<file path="config.mk">
export PLATFORM = sky130hd
export DESIGN_NAME = joybus_poll_scheduler
export DESIGN_NICKNAME = d
export VERILOG_FILES = /design/src/rtl/joybus_pkg.sv /design/src/rtl/joybus_timer.sv /design/src/rtl/joybus_poll_scheduler.sv
export SDC_FILE = /design/constraint.sdc
export NUM_CORES = 1
export LEC_CHECK = 0
export ABC_AREA = 1
export BUFFER_PORTS_ARGS = -buffer_cell sky130_fd_sc_hd__buf_4
export CORE_MARGIN = 2
export CORE_UTILIZATION = 55
export CTS_CLUSTER_DIAMETER = 150
export DETAILED_ROUTE_END_ITERATION = 6
export HOLD_SLACK_MARGIN = 0.06
export PLACE_DENSITY = 0.85
export SYNTH_ARGS = -nofsm -noshare
export SYNTH_HDL_FRONTEND = slang
export SYNTH_SLANG_ARGS = --single-unit
</file>
<file path="constraint.sdc">
create_clock -name clk -period 3.2 [get_ports clk]
set_clock_uncertainty 0.05 [all_clocks]
set_input_delay 0.64 -clock clk [delete_from_list [all_inputs] [get_ports clk]]
set_output_delay 0.64 -clock clk [all_outputs]
set_load 0.005 [all_outputs]
</file>
<file path="src/rtl/joybus_pkg.sv">
// Shared Joybus definitions: scheduler states, command opcodes and bit lengths.
package joybus_pkg;

  typedef enum logic [2:0] {
    HOLD,
    PROBE,
    PROBE_WAIT,
    ORIGIN,
    ORIGIN_WAIT,
    POLL,
    POLL_WAIT
  } joyState_t;

  localparam logic [7:0]  CMD_PROBE  = 8'h00;
  localparam logic [7:0]  CMD_ORIGIN = 8'h41;
  localparam logic [15:0] CMD_POLL   = 16'h4003;

  localparam logic [4:0] CMD_LEN_SHORT = 5'd8;
  localparam logic [4:0] CMD_LEN_POLL  = 5'd24;

  localparam logic [6:0] RSP_LEN_PROBE  = 7'd24;
  localparam logic [6:0] RSP_LEN_ORIGIN = 7'd80;
  localparam logic [6:0] RSP_LEN_POLL   = 7'd64;

  // Commands travel MSB-first, so short opcodes sit in the top byte.
  function automatic logic [23:0] shortCommand(input logic [7:0] opcode);
    return {opcode, 16'h0000};
  endfunction

  function automatic logic [23:0] pollCommand(input logic rumbleOn);
    return {CMD_POLL, 7'b0000000, rumbleOn};
  endfunction

endpackage

</file>
<file path="src/rtl/joybus_timer.sv">
// Loadable down-counter that parks at zero; zero is reported as expired.
module joybus_timer #(
  parameter int WIDTH = 8
) (
  input  logic             clk,
  input  logic             rst_n,
  input  logic             load,
  input  logic [WIDTH-1:0] loadValue,
  output logic             expired
);

  logic [WIDTH-1:0] count;

  always_ff @(posedge clk or negedge rst_n) begin
    if (!rst_n) begin
      count <= '0;
    end else if (load) begin
      count <= loadValue;
    end else if (count != '0) begin
      count <= count - WIDTH'(1);
    end
  end

  assign expired = (count == '0);

endmodule

</file>
<file path="src/rtl/joybus_poll_scheduler.sv">
// Joybus controller scheduler: probes, initialises and then periodically polls a pad,
// tracking consecutive misses to detect disconnection.
module joybus_poll_scheduler
  import joybus_pkg::*;
#(
  parameter int POLL_PERIOD    = 165000,
  parameter int TIMEOUT_CYCLES = 20000,
  parameter int MAX_MISSES     = 3
) (
  input  logic        clk,
  input  logic        rst_n,
  input  logic        enable,
  input  logic        rumble,
  output logic        cmd_valid,
  input  logic        cmd_ready,
  output logic [23:0] cmd_data,
  output logic [4:0]  cmd_len,
  output logic [6:0]  rsp_len,
  input  logic        rsp_done,
  input  logic        rsp_err,
  input  logic [79:0] rsp_data,
  output logic [63:0] pad_data,
  output logic        pad_valid,
  output logic [79:0] origin_data,
  output logic        connected
);

  localparam int PERIOD_W  = $clog2(POLL_PERIOD) + 1;
  localparam int TIMEOUT_W = $clog2(TIMEOUT_CYCLES) + 1;
  localparam int MISS_W    = $clog2(MAX_MISSES) + 1;

  // The period timer reloads at the handshake and HOLD needs one cycle to re-issue,
  // so loading PERIOD-2 makes handshake-to-handshake spacing exactly POLL_PERIOD.
  localparam logic [PERIOD_W-1:0]  PERIOD_LOAD  = PERIOD_W'((POLL_PERIOD >= 2) ? POLL_PERIOD - 2 : 0);
  localparam logic [TIMEOUT_W-1:0] TIMEOUT_LOAD = TIMEOUT_W'((TIMEOUT_CYCLES >= 1) ? TIMEOUT_CYCLES - 1 : 0);
  localparam logic [MISS_W-1:0]    MISS_LIMIT   = MISS_W'(MAX_MISSES);

  joyState_t         state;
  logic              probeOk;
  logic [MISS_W-1:0] missCount;
  logic [MISS_W-1:0] missNext;
  logic              handshake;
  logic              periodExpired;
  logic              timeoutExpired;

  assign handshake = cmd_valid && cmd_ready;

  joybus_timer #(.WIDTH(PERIOD_W)) periodTimer (
    .clk       (clk),
    .rst_n     (rst_n),
    .load      (handshake),
    .loadValue (PERIOD_LOAD),
    .expired   (periodExpired)
  );

  joybus_timer #(.WIDTH(TIMEOUT_W)) timeoutTimer (
    .clk       (clk),
    .rst_n     (rst_n),
    .load      (handshake),
    .loadValue (TIMEOUT_LOAD),
    .expired   (timeoutExpired)
  );

  always_comb begin
    missNext = missCount;
    if (missCount < MISS_LIMIT) begin
      missNext = missCount + MISS_W'(1);
    end
  end

  always_ff @(posedge clk or negedge rst_n) begin
    if (!rst_n) begin
      state       <= HOLD;
      cmd_valid   <= 1'b0;
      cmd_data    <= '0;
      cmd_len     <= '0;
      rsp_len     <= '0;
      probeOk     <= 1'b0;
      missCount   <= '0;
      connected   <= 1'b0;
      pad_data    <= '0;
      pad_valid   <= 1'b0;
      origin_data <= '0;
    end else begin
      pad_valid <= 1'b0;
      case (state)
        HOLD: begin
          if (periodExpired && enable) begin
            cmd_valid <= 1'b1;
            if (connected) begin
              state    <= POLL;
              cmd_data <= pollCommand(rumble);
              cmd_len  <= CMD_LEN_POLL;
              rsp_len  <= RSP_LEN_POLL;
            end else if (probeOk) begin
              state    <= ORIGIN;
              cmd_data <= shortCommand(CMD_ORIGIN);
              cmd_len  <= CMD_LEN_SHORT;
              rsp_len  <= RSP_LEN_ORIGIN;
            end else begin
              state    <= PROBE;
              cmd_data <= shortCommand(CMD_PROBE);
              cmd_len  <= CMD_LEN_SHORT;
              rsp_len  <= RSP_LEN_PROBE;
            end
          end
        end
        PROBE: begin
          if (cmd_ready) begin
            cmd_valid <= 1'b0;
            state     <= PROBE_WAIT;
          end
        end
        ORIGIN: begin
          if (cmd_ready) begin
            cmd_valid <= 1'b0;
            state     <= ORIGIN_WAIT;
          end
        end
        POLL: begin
          if (cmd_ready) begin
            cmd_valid <= 1'b0;
            state     <= POLL_WAIT;
          end
        end
        // A response in the terminal timeout cycle wins over the timeout.
        PROBE_WAIT: begin
          if (rsp_done) begin
            state   <= HOLD;
            probeOk <= !rsp_err;
          end else if (timeoutExpired) begin
            state   <= HOLD;
            probeOk <= 1'b0;
          end
        end
        ORIGIN_WAIT: begin
          if (rsp_done || timeoutExpired) begin
            state   <= HOLD;
            probeOk <= 1'b0;
            if (rsp_done && !rsp_err) begin
              origin_data <= rsp_data;
              connected   <= 1'b1;
              missCount   <= '0;
            end
          end
        end
        POLL_WAIT: begin
          if (rsp_done && !rsp_err) begin
            state     <= HOLD;
            pad_data  <= rsp_data[79:16];
            pad_valid <= 1'b1;
            missCount <= '0;
          end else if (rsp_done || timeoutExpired) begin
            state     <= HOLD;
            missCount <= missNext;
            if (missNext >= MISS_LIMIT) begin
              connected <= 1'b0;
            end
          end
        end
        default: begin
          state     <= HOLD;
          cmd_valid <= 1'b0;
        end
      endcase
    end
  end

endmodule

</file>
==> flow_metrics.tcl, run 1 <==
set metrics [dict create \
    fillerInstances 1094 \
    setup_repair_bufs_after_cts 0 \
    most_frequent_cells_in_the_layout "sky130_fd_sc_hd__buf_4, sky130_fd_sc_hd__nand2_1, sky130_fd_sc_hd__dfrtp_1" \
    r2r-start "state[0]" \
    clockBufferDepth 2 \
    rsz0062_at_grt "no" \
    placement.io_buffers 243 \
    die-height_um 129 \
    worstPathRequired_ns 3.48 \
    most_common_cell_after_layout_fill_and_taps_aside "sky130_fd_sc_hd__buf_4" \
    max_freq_ghz 0.462 \
    drt-met1-wl_mm 8.70 \
    multi_input_comb_area_um2 2860 \
    met3_wirelength_mm 1.54 \
    clock_tree.htree_level_count 4 \
    initial_utilization 0.563 \
    worst_setup_path_end_kind "register" \
    vdd_drop_max_mv 0.373 \
    slew_violations 0 \
    number_of_enable_flip_flop_cells_after_synthesis 0 \
    worstReg2RegEnd "pad_data[41]" \
    final_hold_slack_ns 0.167 \
    synth-main-ff-cell "sky130_fd_sc_hd__dfrtp_1" \
    dr_total_vias 7356 \
    critical_path.startpoint_type "register" \
    gp_congestion 0.933 \
    drt-pass1-iter-count 5 \
    grt_start_max_net_pins 73 \
    cts_made_buffers 17 \
    critPathArrivalTime_ns 2.45 \
    cts_num_sinks 196 \
    post-layout-total-power_mw 5.92 \
    synth-seq-cells 196 \
    max-cap-violations 0 \
    ys_seq_area_frac 0.571 \
    vias_per_cell 5.08 \
    placement_rows 45 \
    critPathMaxFanout 37 \
    grt_pass1_vias 6794 \
    clock_tree_root "sky130_fd_sc_hd__clkbuf_16" \
    detailed_place.area_um2 10500 \
    die_x_um 129 \
    post_cts_resize_count 0 \
    hold_viol 0 \
    dp_hpwl_mm 16.6 \
    max_slew.worst_pin.slew_ns 0.652 \
    boundaryPins 270 \
    finish.utilization 0.724 \
    seqCellArea_um2 4900 \
    ant_nets 0 \
    worstRegToRegCells 8 \
    grt_antenna_before_repair 1 \
    grt_first_pass_wirelength_mm 34.9 \
    cts_hold_buf 0 \
    syn-mean-instance-area_um2 8.71 \
    core_um2 15300 \
    finalNetCount 1314 \
    wl_met2_mm 11.6 \
    final_cell_area_um2 11100 \
    dr.max_layer_used "met4" \
    area_growth_pct 28.6 \
    detail_route.wl_per_cell_um 15.6 \
    path_class "register to register" \
    post_syn_area_um2 8590 \
    wl_mm 22.5 \
    share_of_layout_cells_above_drive_strength_1 0.254 \
    timing.final.setup_violations 0 \
    clkTransAtPathRegs_ns 0.07 \
    detailedRoute.firstIterationViolations 507 \
    total_overflow_reported_by_the_global_router 0 \
    post-route-period-util 0.677 \
    power_density_nw_per_um2 536 \
    clock_tree_from_tritoncts "built" \
    regToRegSetupSlack_ns 1.03 \
    worst_slew_margin_rel 0.564 \
    yosysWarningCount 0 \
    timing.hold.worst.class "primary input to async pin" \
    tns_ns 0 \
    later_pin_clock_latency_in_the_skew_report_ns 0.43 \
    drc 0 \
    power.static_leakage_nw 5.94 \
    fin_crit_ns 2.17 \
    outcome "finished clean" \
    synthDistinctLibCells 38 \
    gr-usage-all-layers 0.273 \
    syn_inst 986 \
    ys_async_sr_fraction 1.00 \
    fp.dieArea_um2 16600 \
]
==> metal layers <==
| metal | vias up | GRT usage |
|---|---|---|
| met3 | 38 | 0.0748 |
| li1 | 3530 | - |
| met5 | - | 0 |
| met1 | 3504 | 0.331 |
| met4 | 0 | 0.107 |
| met2 | 284 | 0.467 |
==> cell families (layout without fill, tap and decap cells) <==
family / after synthesis / count (layout) / share of synthesized area
other cells: 1 / 27 / 0.000436
mux: 1 / 1 / 0.00131
buf+inv: 184 / 409 / 0.108
compound gates: 166 / 166 / 0.101
xor+xnor: 7 / 7 / 0.00714
fa+ha+maj: 4 / 4 / 0.00583
flops: 196 / 196 / 0.571
simple gates: 427 / 427 / 0.205
==> final cells by class <==
cell class                 count  share of cell area
tap                          211              0.0239
antenna                        1            0.000226
clock buffer                  20              0.0404
clock inverter                12              0.0125
multi-input combinational    631               0.258
sequential                   196               0.444
timing repair buffer         257               0.180
inverter                     120              0.0410
==> synth_stat cells (2+ instances only) <==
| master | instances | area, um2 |
|---|---|---|
| sky130_fd_sc_hd__o21ai_0 | 27 | 135 |
| sky130_fd_sc_hd__inv_2 | 4 | 15.0 |
| sky130_fd_sc_hd__nand2_1 | 214 | 803 |
| sky130_fd_sc_hd__xnor2_1 | 2 | 17.5 |
| sky130_fd_sc_hd__nor2_1 | 138 | 518 |
| sky130_fd_sc_hd__xor2_1 | 5 | 43.8 |
| sky130_fd_sc_hd__buf_6 | 14 | 158 |
| sky130_fd_sc_hd__nand4_1 | 5 | 31.3 |
| sky130_fd_sc_hd__buf_4 | 33 | 248 |
| sky130_fd_sc_hd__nand3_1 | 35 | 175 |
| sky130_fd_sc_hd__nor2_2 | 5 | 31.3 |
| sky130_fd_sc_hd__or2_2 | 7 | 43.8 |
| sky130_fd_sc_hd__clkbuf_1 | 8 | 30.0 |
| sky130_fd_sc_hd__a21oi_1 | 76 | 380 |
| sky130_fd_sc_hd__buf_2 | 8 | 40.0 |
| sky130_fd_sc_hd__o211ai_1 | 2 | 15.0 |
| sky130_fd_sc_hd__dfrtp_1 | 196 | 4900 |
| sky130_fd_sc_hd__o21ai_1 | 51 | 255 |
| sky130_fd_sc_hd__ha_1 | 4 | 50.1 |
| sky130_fd_sc_hd__nand3b_1 | 5 | 37.5 |
| sky130_fd_sc_hd__nor3_1 | 10 | 50.1 |
| sky130_fd_sc_hd__o21ai_2 | 6 | 52.6 |
| sky130_fd_sc_hd__inv_1 | 116 | 435 |
==> worst max-delay path, stage by stage (launching register included) <==
cell and delay, ns:
sky130_fd_sc_hd__dfrtp_1 0.47, sky130_fd_sc_hd__inv_2 0.10, sky130_fd_sc_hd__nand2_2 0.08, sky130_fd_sc_hd__nor2_1 0.19, sky130_fd_sc_hd__inv_1 0.11, sky130_fd_sc_hd__nor2_4 0.51, sky130_fd_sc_hd__buf_12 0.28, sky130_fd_sc_hd__nor2_1 0.07
sky130_fd_sc_hd__a21oi_1 0.20
==> stage by stage <==
stage	instances	setup slack (ns)
floorplan	1011	1.40
global placement	1415	0.758
detailed placement	1415	0.678
CTS	1447	1.06
global route	1448	0.811
finish	1448	1.03
==> registers in the layout (all words and copies together) (netlist names), 3 cells and up <==
name	count
periodTimer.count	19
origin_data	80
missCount	3
cmd_data	3
rsp_len	3
pad_data	64
state	3
timeoutTimer.count	16
==> how the worst max path moves through the flow <==
stage,startpoint,endpoint,slack [ns],cells after the start
after floorplan,rsp_done,pad_data[63],1.40,6
after global placement,rsp_done,origin_data[21],0.76,7
after CTS,periodTimer.count[0],rsp_len[6],1.06,11
after detailed placement,rsp_done,origin_data[72],0.68,8
after global routing,periodTimer.count[0],rsp_len[6],0.81,11
final,state[0],pad_data[41],1.03,8
==> power by group <==
group	leakage (nW)	total, mW	internal, mW	switching [mW]
sequential	2.48	2.90	2.73	0.166
combinational	3.18	0.919	0.500	0.419
clock	0.277	2.10	1.13	0.972
Power figures use the tool's default switching activity.
==> run 2: changes to the inputs <==
- ABC_AREA: 1 -> 0
- CORE_UTILIZATION: 55 -> 46
- PLACE_DENSITY: 0.85 -> 0.77
- clock period: 3.2 -> 1.9 ns (I/O delays scaled with it)
==> run 2 against run 1 <==
  * The flow now finishes with violations (negative setup slack)
  * Die area grew 14%
  * Design area grew 7.0%
  * Synthesized cell count shrank 37%
  * Synthesized area shrank 4.0%
  * Fmax grew 3.5%
  * Flip-flop and latch count is the same
  * Count of clock-buffer cells in the layout shrank 3
  * Wire length shrank 12%
  * Combinational power shrank 37%
  * Hold slack lost 0.040 ns
  * Via count shrank 19%
  * Critical path type unchanged
==> flow_metrics.tcl, run 2 <==
set metrics [dict create \
    outcome "finished with violations" \
    failed_checks "negative setup slack" \
    syn_inst 617 \
    max_freq_ghz 0.478 \
    switching_share 0.248 \
    grt_pass1_vias 6012 \
    worst_setup_path_end_kind "register" \
    core_um2 17400 \
    ys_async_sr_fraction 1.00 \
    worstPathRequired_ns 2.17 \
    hold_viol 0 \
    clock_tree_root "sky130_fd_sc_hd__clkbuf_16" \
    fin_ws_ns -0.193 \
    critical_path.startpoint_type "register" \
    fillerInstances 1266 \
    syn-mean-instance-area_um2 13.4 \
    synthMuxAreaShare 0.200 \
    yosys.area_share.simple 0.0906 \
    power_frac_comb 0.068 \
    grt_antenna_before_repair 0 \
    vias_per_cell 5.07 \
    post_syn_area_um2 8250 \
    ant_nets 0 \
    path_class "register to register" \
    placement_rows 48 \
    most_frequent_cells_in_the_layout "sky130_fd_sc_hd__buf_4, sky130_fd_sc_hd__dfrtp_1, sky130_fd_sc_hd__mux2_2" \
    critical_path.most_common_cell "sky130_fd_sc_hd__buf_6" \
    placement.io_buffers 243 \
    boundaryPins 270 \
    gr-usage-all-layers 0.205 \
    die-height_um 138 \
    synthDistinctLibCells 54 \
    later_pin_clock_latency_in_the_skew_report_ns 0.43 \
    yosys.area_share.adder 0.00607 \
    largest_register_ffs 80 \
    yosysWarningCount 0 \
    drc 0 \
    synth.top_cell.area_share 0.595 \
    power.static_leakage_nw 6.02 \
    post-layout-total-power_mw 8.52 \
    grt_first_pass_wirelength_mm 30.0 \
    fp.dieArea_um2 19000 \
    clock_tree_from_tritoncts "built" \
    timing.final.setup_violations 40 \
    detail_route.wl_per_cell_um 16.9 \
    vdd_drop_max_mv 0.613 \
    die_x_um 138 \
    dp_hpwl_mm 14.3 \
    power_switching_mw 2.11 \
    synthMostInstantiatedCell "sky130_fd_sc_hd__dfrtp_1" \
    max_slew.worst_pin.slew_ns 0.503 \
    synth-seq-cells 196 \
    slew_violations 0 \
    clkTransAtPathRegs_ns 0.08 \
    share_of_layout_cells_above_drive_strength_1 0.605 \
    crit_slowest_cell "sky130_fd_sc_hd__or4_4" \
    synth-compound-area-share 0.0426 \
    detailed_place.area_um2 10800 \
    p_int_mw 6.41 \
    finalNetCount 1029 \
    max-cap-violations 0 \
    gp_congestion 0.792 \
    synth.cells.most_frequent "sky130_fd_sc_hd__dfrtp_1, sky130_fd_sc_hd__mux2_2, sky130_fd_sc_hd__nor2_1" \
    cts_num_sinks 196 \
    synth-main-ff-cell "sky130_fd_sc_hd__dfrtp_1" \
    fin_crit_ns 2.09 \
    clock_tree.htree_level_count 4 \
    total_overflow_reported_by_the_global_router 0 \
    area_growth_pct 43.3 \
    dominant_combinational_cell_family_by_area_after_synthesis "multiplexers" \
    drt-pass1-iter-count 4 \
    largest_registers "origin_data: 80 flops, pad_data: 64 flops, periodTimer.count: 19 flops" \
    dr_total_vias 5963 \
    synthDominantAreaCellType "sky130_fd_sc_hd__dfrtp_1" \
    clockBufferDepth 2 \
    rsz0062_at_grt "yes" \
    yosys.area_share.xor_xnor 0.0202 \
    cts_made_buffers 17 \
    final_cell_area_um2 11800 \
    wl_mm 19.8 \
    initial_utilization 0.474 \
    detailedRoute.firstIterationViolations 218 \
    max_flop_register "origin_data" \
    finish.utilization 0.679 \
    critPathArrivalTime_ns 2.36 \
    timing.hold.worst.class "primary input to register" \
    worst_slew_margin_rel 0.661 \
    most_common_cell_after_layout_fill_and_taps_aside "sky130_fd_sc_hd__buf_4" \
    share_seq_of_total_power 0.511 \
    clkPwrFrac 0.421 \
    yosys-top-cells-area "sky130_fd_sc_hd__dfrtp_1, sky130_fd_sc_hd__mux2_2, sky130_fd_sc_hd__buf_4" \
    critical_path.cell_chain "or4_4 -> buf_6 -> nor4_4 -> buf_6 -> a31oi_4 -> o32a_1" \
    critPathMaxFanout 6 \
    cpPeakStageDelay_ns 0.56 \
    ys_seq_area_frac 0.595 \
    power_density_nw_per_um2 720 \
    number_of_enable_flip_flop_cells_after_synthesis 0 \
    antenna-diode-count 0 \
    grt_start_max_net_pins 49 \
    post-route-period-util 1.10 \
]
run 2: cell count changes after synthesis, moves of 7 or more:
cell,previous run,this run
sky130_fd_sc_hd__xnor2_1,2,13
sky130_fd_sc_hd__o21ai_1,51,0
sky130_fd_sc_hd__buf_6,14,1
sky130_fd_sc_hd__nand2b_1,0,7
sky130_fd_sc_hd__inv_1,116,9
sky130_fd_sc_hd__nand3_1,35,2
sky130_fd_sc_hd__nor2_1,138,31
sky130_fd_sc_hd__clkbuf_1,8,16
sky130_fd_sc_hd__a21oi_1,76,20
sky130_fd_sc_hd__nor2b_1,0,7
sky130_fd_sc_hd__mux2_2,1,145
sky130_fd_sc_hd__nand2_1,214,26
sky130_fd_sc_hd__o21ai_0,27,13
run 2: layout make-up:
type | count | area (um2) | share of cell area
Tap cell | 225 | 282 | 0.0238
Inverter | 9 | 33.8 | 0.00286
Clock inverter | 15 | 186 | 0.0158
Multi-Input combinational cell | 381 | 3360 | 0.284
Clock buffer | 17 | 425 | 0.0360
Timing Repair Buffer | 333 | 2630 | 0.222
Sequential cell | 196 | 4900 | 0.415
run 2: path summary, 6_finish.rpt:
check	depth (start not counted)	from	slack, ns	endpoint
max reg2reg	6	timeoutTimer.count[9]	-0.19	connected
min in group asynchronous	2	rst_n	0.39	timeoutTimer.count[12]
min reg2reg	1	rsp_len[3]	0.44	rsp_len[3]
min	2	rsp_data[54]	0.13	pad_data[38]
max in group asynchronous	3	rst_n	0.76	pad_data[50]
max	6	timeoutTimer.count[9]	-0.19	connected
run 2: layer usage:
layer  part of all wire  wire [um]  track usage
met5                  0          0            0
met4              0.018        351       0.0646
met3              0.085       1680       0.0819
met2               0.51      10100        0.347
met1               0.39       7650        0.240
run 2: through the flow:
stage / hold WS (ns) / setup TNS, ns / instances / setup WS (ns)
floorplan: 0.0344 / -5.46 / 642 / -0.405
global placement: 0.306 / -4.19 / 1126 / -0.250
detailed placement: 0.300 / -8.07 / 1126 / -0.300
CTS: 0.111 / -3.02 / 1168 / -0.170
global route: 0.107 / -7.44 / 1176 / -0.309
finish: 0.127 / -3.53 / 1176 / -0.193
run 2: power groups by stage:
stage	Sequential [mW]	Clock [mW]	Combinational (mW)
CTS	4.35	3.67	0.593
floorplan	4.43	0	0.163
finish	4.35	3.58	0.583
detailed placement	4.43	0	0.590
global placement	4.43	0	0.578
global route	4.37	3.86	0.647
run 2: what timing repair did:
item | CTS | global route
resized for setup | 30 | 34
setup endpoints to repair | 46 | 98
gates cloned | 0 | 1
hold buffers | 1 | 0
hold endpoints to repair | 40 | 0
pin swaps | 27 | 17
buffers inserted | 10 | 7
run 2: worst max-delay path, delay by kind of cell, from the launching register on:
| family | cells | cell delay, ns |
|---|---|---|
| simple gates | 2 | 0.79 |
| buf+inv | 2 | 0.31 |
| flops | 1 | 0.38 |
| compound gates | 2 | 0.46 |
run 2: kinds of logic after synthesis:
group                    Yosys count
AND/OR/NAND/NOR                  132
buffers and inverters             65
other                              1
XOR/XNOR                          19
AO/OA/AOI/OAI                     53
multiplexers                     147
adder cells (fa/ha/maj)            4
flip-flops                       196
==> run 3: changes to the inputs <==
- CORE_UTILIZATION: 46 -> 40
- PLACE_DENSITY: 0.77 -> 0.67
- SYNTH_HIERARCHICAL: unset -> 1
==> run 3 against run 2 <==
  * The flow still finishes with violations (negative setup slack)
  * Register-to-register slack got worse by 0.16 ns
  * Global-route usage fell by 2.0 points
  * Non-clock buffer count shrank 9
  * Synthesized area is 7.8% higher
==> flow_metrics.tcl, run 3 <==
set metrics [dict create \
    share_of_layout_cells_above_drive_strength_1 0.542 \
    detailedRoute.firstIterationViolations 276 \
    fin_crit_ns 2.25 \
    gr-usage-all-layers 0.185 \
    dp_hpwl_mm 15.9 \
    ant_nets 0 \
    grt_antenna_before_repair 0 \
    critical_path.cell_chain "or4_4 -> or4b_4 -> nor2_4 -> nand3_2 -> or3_1 -> a21boi_1" \
    min_path_cells 2 \
    detail_route.wl_per_cell_um 16.9 \
    gp_congestion 0.803 \
    synth.top_cell.area_share 0.552 \
    number_of_enable_flip_flop_cells_after_synthesis 0 \
    worst_setup_path_end_kind "register" \
    tns_ns -8.22 \
    cts_made_buffers 17 \
    post-layout-total-power_mw 11.4 \
    boundaryPins 270 \
    worstRegToRegCells 6 \
    synth.cells.most_frequent "sky130_fd_sc_hd__dfrtp_1, sky130_fd_sc_hd__mux2_4, sky130_fd_sc_hd__mux2_2" \
    largest_registers "origin_data: 80 flops, pad_data: 64 flops, periodTimer/count: 19 flops" \
    worstPathRequired_ns 2.17 \
    worst_setup_timing_slack_at_the_placement_stage_ns -0.438 \
    crit_slowest_cell "sky130_fd_sc_hd__or4_4" \
    power_density_nw_per_um2 912 \
    failed_checks "negative setup slack" \
    slew_violations 0 \
    yosysWarningCount 6 \
    synthDistinctLibCells 63 \
    max-cap-violations 0 \
    syn_inst 657 \
    total_overflow_reported_by_the_global_router 0 \
    finalNetCount 1093 \
    antenna-diode-count 0 \
    critPathMaxFanout 2 \
    cpPeakStageDelay_ns 0.53 \
    die_x_um 153 \
    vdd_drop_max_mv 0.618 \
    critPathArrivalTime_ns 2.52 \
    placement_rows 54 \
    cts_num_sinks 196 \
    wl_mm 21.9 \
    synth-main-ff-cell "sky130_fd_sc_hd__dfrtp_1" \
    ys_async_sr_fraction 1.00 \
    area_growth_pct 40.0 \
    synthMostInstantiatedCell "sky130_fd_sc_hd__dfrtp_1" \
    dr_total_vias 6221 \
    post_syn_area_um2 8890 \
    later_pin_clock_latency_in_the_skew_report_ns 0.42 \
    drt-pass1-iter-count 4 \
    post-route-period-util 1.18 \
    max_freq_ghz 0.444 \
    largest_register_ffs 80 \
    synthDominantAreaCellType "sky130_fd_sc_hd__dfrtp_1" \
    vias_per_cell 4.80 \
    path_class "register to register" \
    most_common_cell_after_layout_fill_and_taps_aside "sky130_fd_sc_hd__buf_4" \
    grt_pass1_vias 6358 \
    synth-seq-cells 196 \
    critical_path.startpoint_type "register" \
    most_frequent_cells_in_the_layout "sky130_fd_sc_hd__buf_4, sky130_fd_sc_hd__dfrtp_1, sky130_fd_sc_hd__mux2_4" \
    initial_utilization 0.407 \
    fp.dieArea_um2 23400 \
    clock_tree_from_tritoncts "built" \
    grt_start_max_net_pins 52 \
    max_flop_register "origin_data" \
    fin_ws_ns -0.350 \
    yosys-top-cells-area "sky130_fd_sc_hd__dfrtp_1, sky130_fd_sc_hd__mux2_4, sky130_fd_sc_hd__mux2_2" \
    clock_tree.htree_level_count 4 \
    rsz0062_at_grt "yes" \
    timing.hold.worst.class "primary input to register" \
    placement.io_buffers 243 \
    timing.final.setup_violations 38 \
    clkTransAtPathRegs_ns 0.08 \
    hold_viol 0 \
    clock_tree_root "sky130_fd_sc_hd__clkbuf_16" \
    ys_seq_area_frac 0.552 \
    outcome "finished with violations" \
    power.static_leakage_nw 6.58 \
    die-height_um 153 \
    syn-mean-instance-area_um2 13.5 \
    grt_first_pass_wirelength_mm 34.6 \
    clockBufferDepth 2 \
    drc 0 \
    core_um2 21800 \
]
==> run 3: per-stage QoR <==
stage / cells / cell area, um2 / util / hold WS (ns)
global route: 1296 / 12400 / 0.570 / 0.107
detailed placement: 1256 / 11600 / 0.530 / 0.339
global placement: 1256 / 11600 / 0.530 / 0.337
CTS: 1293 / 12300 / 0.565 / 0.112
floorplan: 716 / 9200 / - / 0.0344
finish: 1296 / 12400 / 0.570 / 0.130
==> run 3: per-layer routing <==
metal	part of all wire	vias up	track usage
li1	-	2928	-
met1	0.42	3084	0.233
met2	0.51	184	0.318
met3	0.053	25	0.0340
met4	0.019	0	0.0670
met5	0	-	0
==> run 3: logic make-up after synthesis <==
group           count (synthesis)  synth area share
compound gates                 77            0.0581
fa+ha+maj                       3           0.00422
mux                           150             0.223
buf+inv                        68            0.0557
flops                         196             0.552
xor+xnor                       20            0.0197
simple gates                  141            0.0867
other cells                     2          0.000845
==> run 3: final cells by class <==
class,count,area [um2]
multi-input cells,452,3960
clock inverters,14,163
repair buffers,324,2590
well taps,280,350
clock buffers,18,439
fillers,1857,9370
flip-flops and latches,196,4900
inverters,12,45.0
==> run 3: repair_timing <==
item | in CTS | in global routing
resized for setup | 37 | 19
pin swaps | 10 | 17
hold endpoints to repair | 44 | 0
endpoints found under the setup margin | 40 | 49
buffers inserted | 6 | 3
hold buffers | 1 | 0
==> run 3: final timing paths <==
kind                       slack [ns]               to                   from
setup / recovery                -0.35     cmd_data[22]  periodTimer/count[17]
hold / removal                   0.13  origin_data[13]           rsp_data[13]
setup reg to reg                -0.35     cmd_data[22]  periodTimer/count[17]
hold reg to reg                  0.43       cmd_len[3]             cmd_len[3]
max in group asynchronous        0.75  origin_data[55]                  rst_n
min in group asynchronous        0.45     cmd_data[16]                  rst_n
==> run 3: power by group <==
group	switching, mW	internal (mW)	total [mW]	leakage (nW)
Clock	1.79	1.80	3.59	0.285
Combinational	1.38	1.48	2.86	3.64
Sequential	0.329	4.56	4.89	2.66
==> run 3: critical path: cells and delay by family, from the launching register on <==
family           cells  cell delay (ns)
AND/OR/NAND/NOR      5             1.60
flip-flops           1             0.37
AO/OA/AOI/OAI        1             0.13
